$ cat src/rtl/vga_sync_gen_if.sv
// Output bundle of vga_sync_gen: sync pulses, pixel tick, blanking and current coordinates.
interface vga_sync_gen_if;
    logic       hsync;
    logic       vsync;
    logic       video_on;
    logic       p_tick;
    logic [9:0] pixel_x;
    logic [9:0] pixel_y;

    modport master (
        output hsync,
        output vsync,
        output video_on,
        output p_tick,
        output pixel_x,
        output pixel_y
    );

    modport slave (
        input hsync,
        input vsync,
        input video_on,
        input p_tick,
        input pixel_x,
        input pixel_y
    );
endinterface

$ cat src/rtl/vga_sync_gen.sv
// VGA 640x480@60 timing generator: pixel-enable tick, active-low syncs, video_on and pixel coordinates.
// Optional macro VGA_FRAME_TICK_EN adds a registered one-clk frame_tick pulse after each frame wrap.
module vga_sync_gen #(
    parameter int H_DISPLAY = 640,
    parameter int H_FRONT   = 16,
    parameter int H_RETRACE = 96,
    parameter int H_BACK    = 48,
    parameter int V_DISPLAY = 480,
    parameter int V_FRONT   = 10,
    parameter int V_RETRACE = 2,
    parameter int V_BACK    = 33,
    parameter int TICK_DIV  = 4
) (
    input  logic           clk,
    input  logic           reset,
`ifdef VGA_FRAME_TICK_EN
    output logic           frame_tick,
`endif
    vga_sync_gen_if.master vga
);
    localparam int H_TOTAL = H_DISPLAY + H_FRONT + H_RETRACE + H_BACK;
    localparam int V_TOTAL = V_DISPLAY + V_FRONT + V_RETRACE + V_BACK;
    localparam int TICK_W  = $clog2(TICK_DIV);

    localparam logic [TICK_W-1:0] TICK_LAST = TICK_W'(TICK_DIV - 1);
    localparam logic [TICK_W-1:0] TICK_ONE  = TICK_W'(1);
    localparam logic [9:0] H_LAST   = 10'(H_TOTAL - 1);
    localparam logic [9:0] V_LAST   = 10'(V_TOTAL - 1);
    localparam logic [9:0] H_VIS    = 10'(H_DISPLAY);
    localparam logic [9:0] V_VIS    = 10'(V_DISPLAY);
    localparam logic [9:0] HS_FIRST = 10'(H_DISPLAY + H_FRONT);
    localparam logic [9:0] HS_LAST  = 10'(H_DISPLAY + H_FRONT + H_RETRACE - 1);
    localparam logic [9:0] VS_FIRST = 10'(V_DISPLAY + V_FRONT);
    localparam logic [9:0] VS_LAST  = 10'(V_DISPLAY + V_FRONT + V_RETRACE - 1);

    logic [TICK_W-1:0] tick_cnt;
    logic              p_tick;
    logic [9:0]        h_count;
    logic [9:0]        v_count;
    logic [9:0]        h_next;
    logic [9:0]        v_next;
    logic              h_end;
    logic              v_end;
    logic              hsync_r;
    logic              vsync_r;

    // Pixel-enable divider: p_tick is decoded straight from the counter, no extra register.
    assign p_tick = (tick_cnt == TICK_LAST);

    always_ff @(posedge clk) begin
        if (!reset) begin
            tick_cnt <= '0;
        end else if (p_tick) begin
            tick_cnt <= '0;
        end else begin
            tick_cnt <= tick_cnt + TICK_ONE;
        end
    end

    // Next-state coordinates; syncs are registered from these so they move with the counters.
    assign h_end = (h_count == H_LAST);
    assign v_end = (v_count == V_LAST);

    always_comb begin
        h_next = h_count;
        v_next = v_count;
        if (p_tick) begin
            h_next = h_end ? 10'd0 : h_count + 10'd1;
            if (h_end) begin
                v_next = v_end ? 10'd0 : v_count + 10'd1;
            end
        end
    end

    always_ff @(posedge clk) begin
        if (!reset) begin
            h_count <= '0;
            v_count <= '0;
            hsync_r <= 1'b1;
            vsync_r <= 1'b1;
        end else begin
            h_count <= h_next;
            v_count <= v_next;
            hsync_r <= !((h_next >= HS_FIRST) && (h_next <= HS_LAST));
            vsync_r <= !((v_next >= VS_FIRST) && (v_next <= VS_LAST));
        end
    end

`ifdef VGA_FRAME_TICK_EN
    always_ff @(posedge clk) begin
        if (!reset) begin
            frame_tick <= 1'b0;
        end else begin
            frame_tick <= p_tick && h_end && v_end;
        end
    end
`endif

    // Outputs: coordinates straight from the registers, blanking decoded from the same registers.
    assign vga.hsync    = hsync_r;
    assign vga.vsync    = vsync_r;
    assign vga.p_tick   = p_tick;
    assign vga.pixel_x  = h_count;
    assign vga.pixel_y  = v_count;
    assign vga.video_on = (h_count < H_VIS) && (v_count < V_VIS);
endmodule

$ cat src/flat_wrapper.sv
// flat-port wrapper written by rule: the top's interface ports become plain ports
module vga_sync_gen_flat 
#(
    parameter int H_DISPLAY = 640,
    parameter int H_FRONT   = 16,
    parameter int H_RETRACE = 96,
    parameter int H_BACK    = 48,
    parameter int V_DISPLAY = 480,
    parameter int V_FRONT   = 10,
    parameter int V_RETRACE = 2,
    parameter int V_BACK    = 33,
    parameter int TICK_DIV  = 4
)
  (clk, reset, vga_hsync, vga_vsync, vga_video_on, vga_p_tick, vga_pixel_x, vga_pixel_y);
  vga_sync_gen_if vga_i ();
  input  logic clk;
  input  logic reset;
  output wire logic [$bits(vga_i.hsync)-1:0] vga_hsync;
  output wire logic [$bits(vga_i.vsync)-1:0] vga_vsync;
  output wire logic [$bits(vga_i.video_on)-1:0] vga_video_on;
  output wire logic [$bits(vga_i.p_tick)-1:0] vga_p_tick;
  output wire logic [$bits(vga_i.pixel_x)-1:0] vga_pixel_x;
  output wire logic [$bits(vga_i.pixel_y)-1:0] vga_pixel_y;
  assign vga_hsync = vga_i.hsync;
  assign vga_vsync = vga_i.vsync;
  assign vga_video_on = vga_i.video_on;
  assign vga_p_tick = vga_i.p_tick;
  assign vga_pixel_x = vga_i.pixel_x;
  assign vga_pixel_y = vga_i.pixel_y;
  vga_sync_gen #(.H_DISPLAY(H_DISPLAY), .H_FRONT(H_FRONT), .H_RETRACE(H_RETRACE), .H_BACK(H_BACK), .V_DISPLAY(V_DISPLAY), .V_FRONT(V_FRONT), .V_RETRACE(V_RETRACE), .V_BACK(V_BACK), .TICK_DIV(TICK_DIV)) u_core (.clk(clk), .reset(reset), .vga(vga_i));
endmodule
$ cat config.mk
export PLATFORM = sky130hd
export DESIGN_NAME = vga_sync_gen_flat
export DESIGN_NICKNAME = d
export VERILOG_FILES = /design/src/rtl/vga_sync_gen_if.sv /design/src/rtl/vga_sync_gen.sv /design/src/flat_wrapper.sv
export SDC_FILE = /design/constraint.sdc
export NUM_CORES = 1
export LEC_CHECK = 0
export ABC_AREA = 1
export CAP_MARGIN = 0
export CELL_PAD_IN_SITES_DETAIL_PLACEMENT = 2
export CELL_PAD_IN_SITES_GLOBAL_PLACEMENT = 2
export CORE_MARGIN = 1.5
export CORE_UTILIZATION = 30
export DETAILED_ROUTE_END_ITERATION = 10
export MAX_ROUTING_LAYER = met4
export PLACE_DENSITY = 0.92
export SETUP_SLACK_MARGIN = 0.05
export SYNTH_ARGS = -nofsm -noshare
export SYNTH_HDL_FRONTEND = slang
export SYNTH_SLANG_ARGS = --single-unit
$ cat constraint.sdc
create_clock -name clk -period 2.2 [get_ports clk]
set_input_delay 0.44 -clock clk [delete_from_list [all_inputs] [get_ports clk]]
set_output_delay 0.44 -clock clk [all_outputs]
set_load 0.02 [all_outputs]
==> metrics.md <==
| Metric | Value |
|---|---|
| Area share of the largest cell type after synthesis | 33.7% |
| 1st-iter DRT viols | 64 |
| Slowest cell on crit path | clkdlybuf4s50_1 |
| Yosys reg bits | 24 |
| ANT nets after route | 0 |
| Largest stage delay on the critical path | ~0.67 ns |
| P_int | slightly below 0.6 mW |
| Clock Latency Late Sink | around 0.27 ns |
| Ports | 26 |
| Reg clk slew, reported paths | approximately 0.080 ns |
| Most frequent cell after synthesis | nand2_1 |
| CTS tree | yes |
| CP cell instances | clkdlybuf4s50_1 |
| HPWL after DPL | between 3 and 4 mm |
| Crit path max-delay family | buffers and inverters |
| DR vias/cell | 4.93 |
| Synth-to-layout area growth | 25.0% |
| Share of synthesized registers carrying an async set or reset | 0% |
| Pwr per Cell Area | 432 mW/mm^2 |
| Net Count, Synth | between 200 and 250 |
| Synth area leader | dfxtp_1 |
| Chip Height | between 70 and 80 um |
| Cell Rows | 24 |
| DP Worst Slack | approximately 0.28 ns |
| Combinational share of power | under 10% |
| CTS Root Cell | clkbuf_8 |
| Total clock sinks | 24 |
| Wire per inst | 15.2 um |
| Syn Area/Cell | between 6 and 7 um^2 |
| Run status | finished, final reports clean |
| Via Count | 1440 |
| CTS max path bufs | 2 |
| Worst path bufs/invs | 1 |
| Vias in the first global route | 1569 |
| P_leak | ~0.77 nW |
| Max Slew Vio Count | 0 |
| GRT Residual Overflow | 0 |
| Net load switching power | between 0.15 and 0.2 mW |
| Final Cell Area | around 0.0018 mm^2 |
| Maximum clock frequency | 0.528 GHz |
| Residual DRC count | 0 |
| Register area share after synthesis | about a third |
| Syn Inst Count | ~210 |
| CP Class | register to primary output |
| Antenna violations before repair | 0 |
| H-tree Lvls | 1 |
| Data arrival time of the critical path | 1.45 ns |
| Area contributors post-synth | dfxtp_1 34%, nand2_1 13%, nor2_1 9.5% |
| Flop pwr share | roughly three fifths |
| Worst Tran Pin Value | 0.343 ns |
| Die W | roughly 72 um |
| Final Hold Fails | 0 |
| Fill cell count | 541 |
| Library cells used by synthesis | 28 |
| Final core utilization | 39.8% |
| Primary FF master, synth | dfxtp_1 |
| Worst Hold Class | register to register |
| Slew HR | 77.1% |
| DP Area | around 0.0017 mm^2 |
| EDFF count, synth | 0 |
| Final setup violation count | 0 |
| Pin count of the biggest net entering global routing | 20 |
| Crit. End Element | primary output |
| Clk_skew | slightly below 0.002 ns |
| RSZ-0062 raised after global routing | no |
| Final Critical Period | ~1.9 ns |
| # port buffers | 25 |
| Global placer's final weighted congestion | 0.834 |
| Sw Share | between 20% and 30% |
| Crit path required time | roughly 1.8 ns |
| Setup_tns | 0 ns |
| CTS Buf Count | 3 |
| Worst-path fanout max | 9 |
| Diodes inserted | 0 |
| Final period util | a little under nine tenths |
| Core box area | 0.00447 mm^2 |
| Clock power share | about 34% |
| DRT Pass-1 Iters | 4 |
| Synth Cell Area | approximately 0.0014 mm^2 |
| Worst vdd ir | ~0.00035 V |
| Max Cap Viol | 0 |
| Synth cell count leaders | 48 x nand2_1, 36 x nor2_1, 29 x inv_1 |
| Yosys warns | 0 |
| Layout cell share with drive strength beyond 1 | 9.17% |
| First-pass GRT wire length | around 7.7 mm |
| Global-route usage over all layers | between 10% and 20% |
| Initial core utilization | about a third |
| Post-route setup slack | between 0.3 and 0.4 ns |
| Routed WL | around 4.5 mm |
| Final #Nets | about 250 |
| Startpoint Class | register |
| Total Die Area | ~0.0052 mm^2 |
[sequential cells by signal, indices dropped and copies added (netlist names)]
name and flops:
u_core.vga.pixel_y 10, u_core.vga.pixel_x 10, u_core.vga.vsync 1, u_core.vga.hsync 1
u_core.tick_cnt 2
[worst paths after layout]
path                         start                 end  slack [ns]  depth (start not counted)
max reg2reg  u_core.vga.pixel_x[1]    u_core.vga.vsync        0.35                         13
max          u_core.vga.pixel_x[7]      vga_pixel_x[7]        0.31                          1
min             u_core.tick_cnt[0]  u_core.tick_cnt[0]        0.43                          1
min reg2reg     u_core.tick_cnt[0]  u_core.tick_cnt[0]        0.43                          1
[cells in the final DEF, fill, tap and decap left out, drive strengths merged]
master	Yosys	layout
clkinv	1	1
dlymetal6s2s	0	1
a21oi	6	6
dfxtp	24	24
nor4	1	1
xor2	1	1
nor2	39	39
nand3	19	19
or2	1	1
inv	30	30
a31oi	1	1
clkdlybuf4s50	0	24
buf	4	4
nor3b	1	1
o21ai	6	6
nand2	52	52
and2	1	1
nand4	12	12
o211ai	1	1
clkbuf	1	3
xnor2	1	1
ha	4	4
nor3	7	7
[power groups by stage]
stage	sequential (mW)	clock [mW]	combinational [mW]
after floorplan	0.459	0	0.0393
after global placement	0.458	0	0.0560
after detailed placement	0.458	0	0.0573
after CTS	0.448	0.278	0.0572
after global routing	0.450	0.293	0.0644
final	0.448	0.265	0.0572
[per-layer routing]
layer	global-route usage (%)	vias up	part of all wire, %
li1	-	736	-
met1	25.2	678	48
met2	32.8	22	48
met3	3.06	4	2.3
met4	5.24	0	1.1
met5	-	-	0
[metrics by stage]
step                hold WS, ns  cells  power (mW)
detailed placement        0.430    288       0.516
global route              0.463    292       0.807
finish                    0.432    292       0.771
global placement          0.415    288       0.514
floorplan                 0.398    213       0.498
CTS                       0.444    291       0.783
[worst register-to-register path: stages (launching register included)]
cell     delay (ns)
dfxtp_1        0.39
ha_1           0.22
inv_1          0.06
nor2_1         0.11
nand3_2        0.11
nor2_4         0.15
buf_12         0.13
nand3_1        0.07
nand2_1        0.08
nand2_1        0.11
nor2_1         0.12
nand2_1        0.06
nor2_1         0.09
nand2_1        0.05
[area by class of cell]
class	count	area [um^2]	share of cell area (%)
Sequential cell	24	482	27.0
Inverter	31	121	6.81
Tap cell	52	65.1	3.65
Timing Repair Buffer	29	295	16.6
Clock buffer	3	41.3	2.32
Multi-Input combinational cell	153	778	43.6
[kinds of logic (layout without fill, tap and decap cells)]
family | Yosys count | in the layout | synth area share (%)
AO/OA/AOI/OAI | 14 | 14 | 5.18
XOR/XNOR | 2 | 2 | 1.23
adder cells (fa/ha/maj) | 4 | 4 | 3.51
buffers and inverters | 36 | 63 | 11.9
flip-flops | 24 | 24 | 33.7
AND/OR/NAND/NOR | 133 | 133 | 44.5
[repair_timing]
action                                  4_1_cts  5_1_grt
resized for setup                             0        3
setup buffers                                 0        1
hold buffers                                  0        0
endpoints found under the setup margin        0        2
Note: power is estimated with default switching activity, not from simulation.
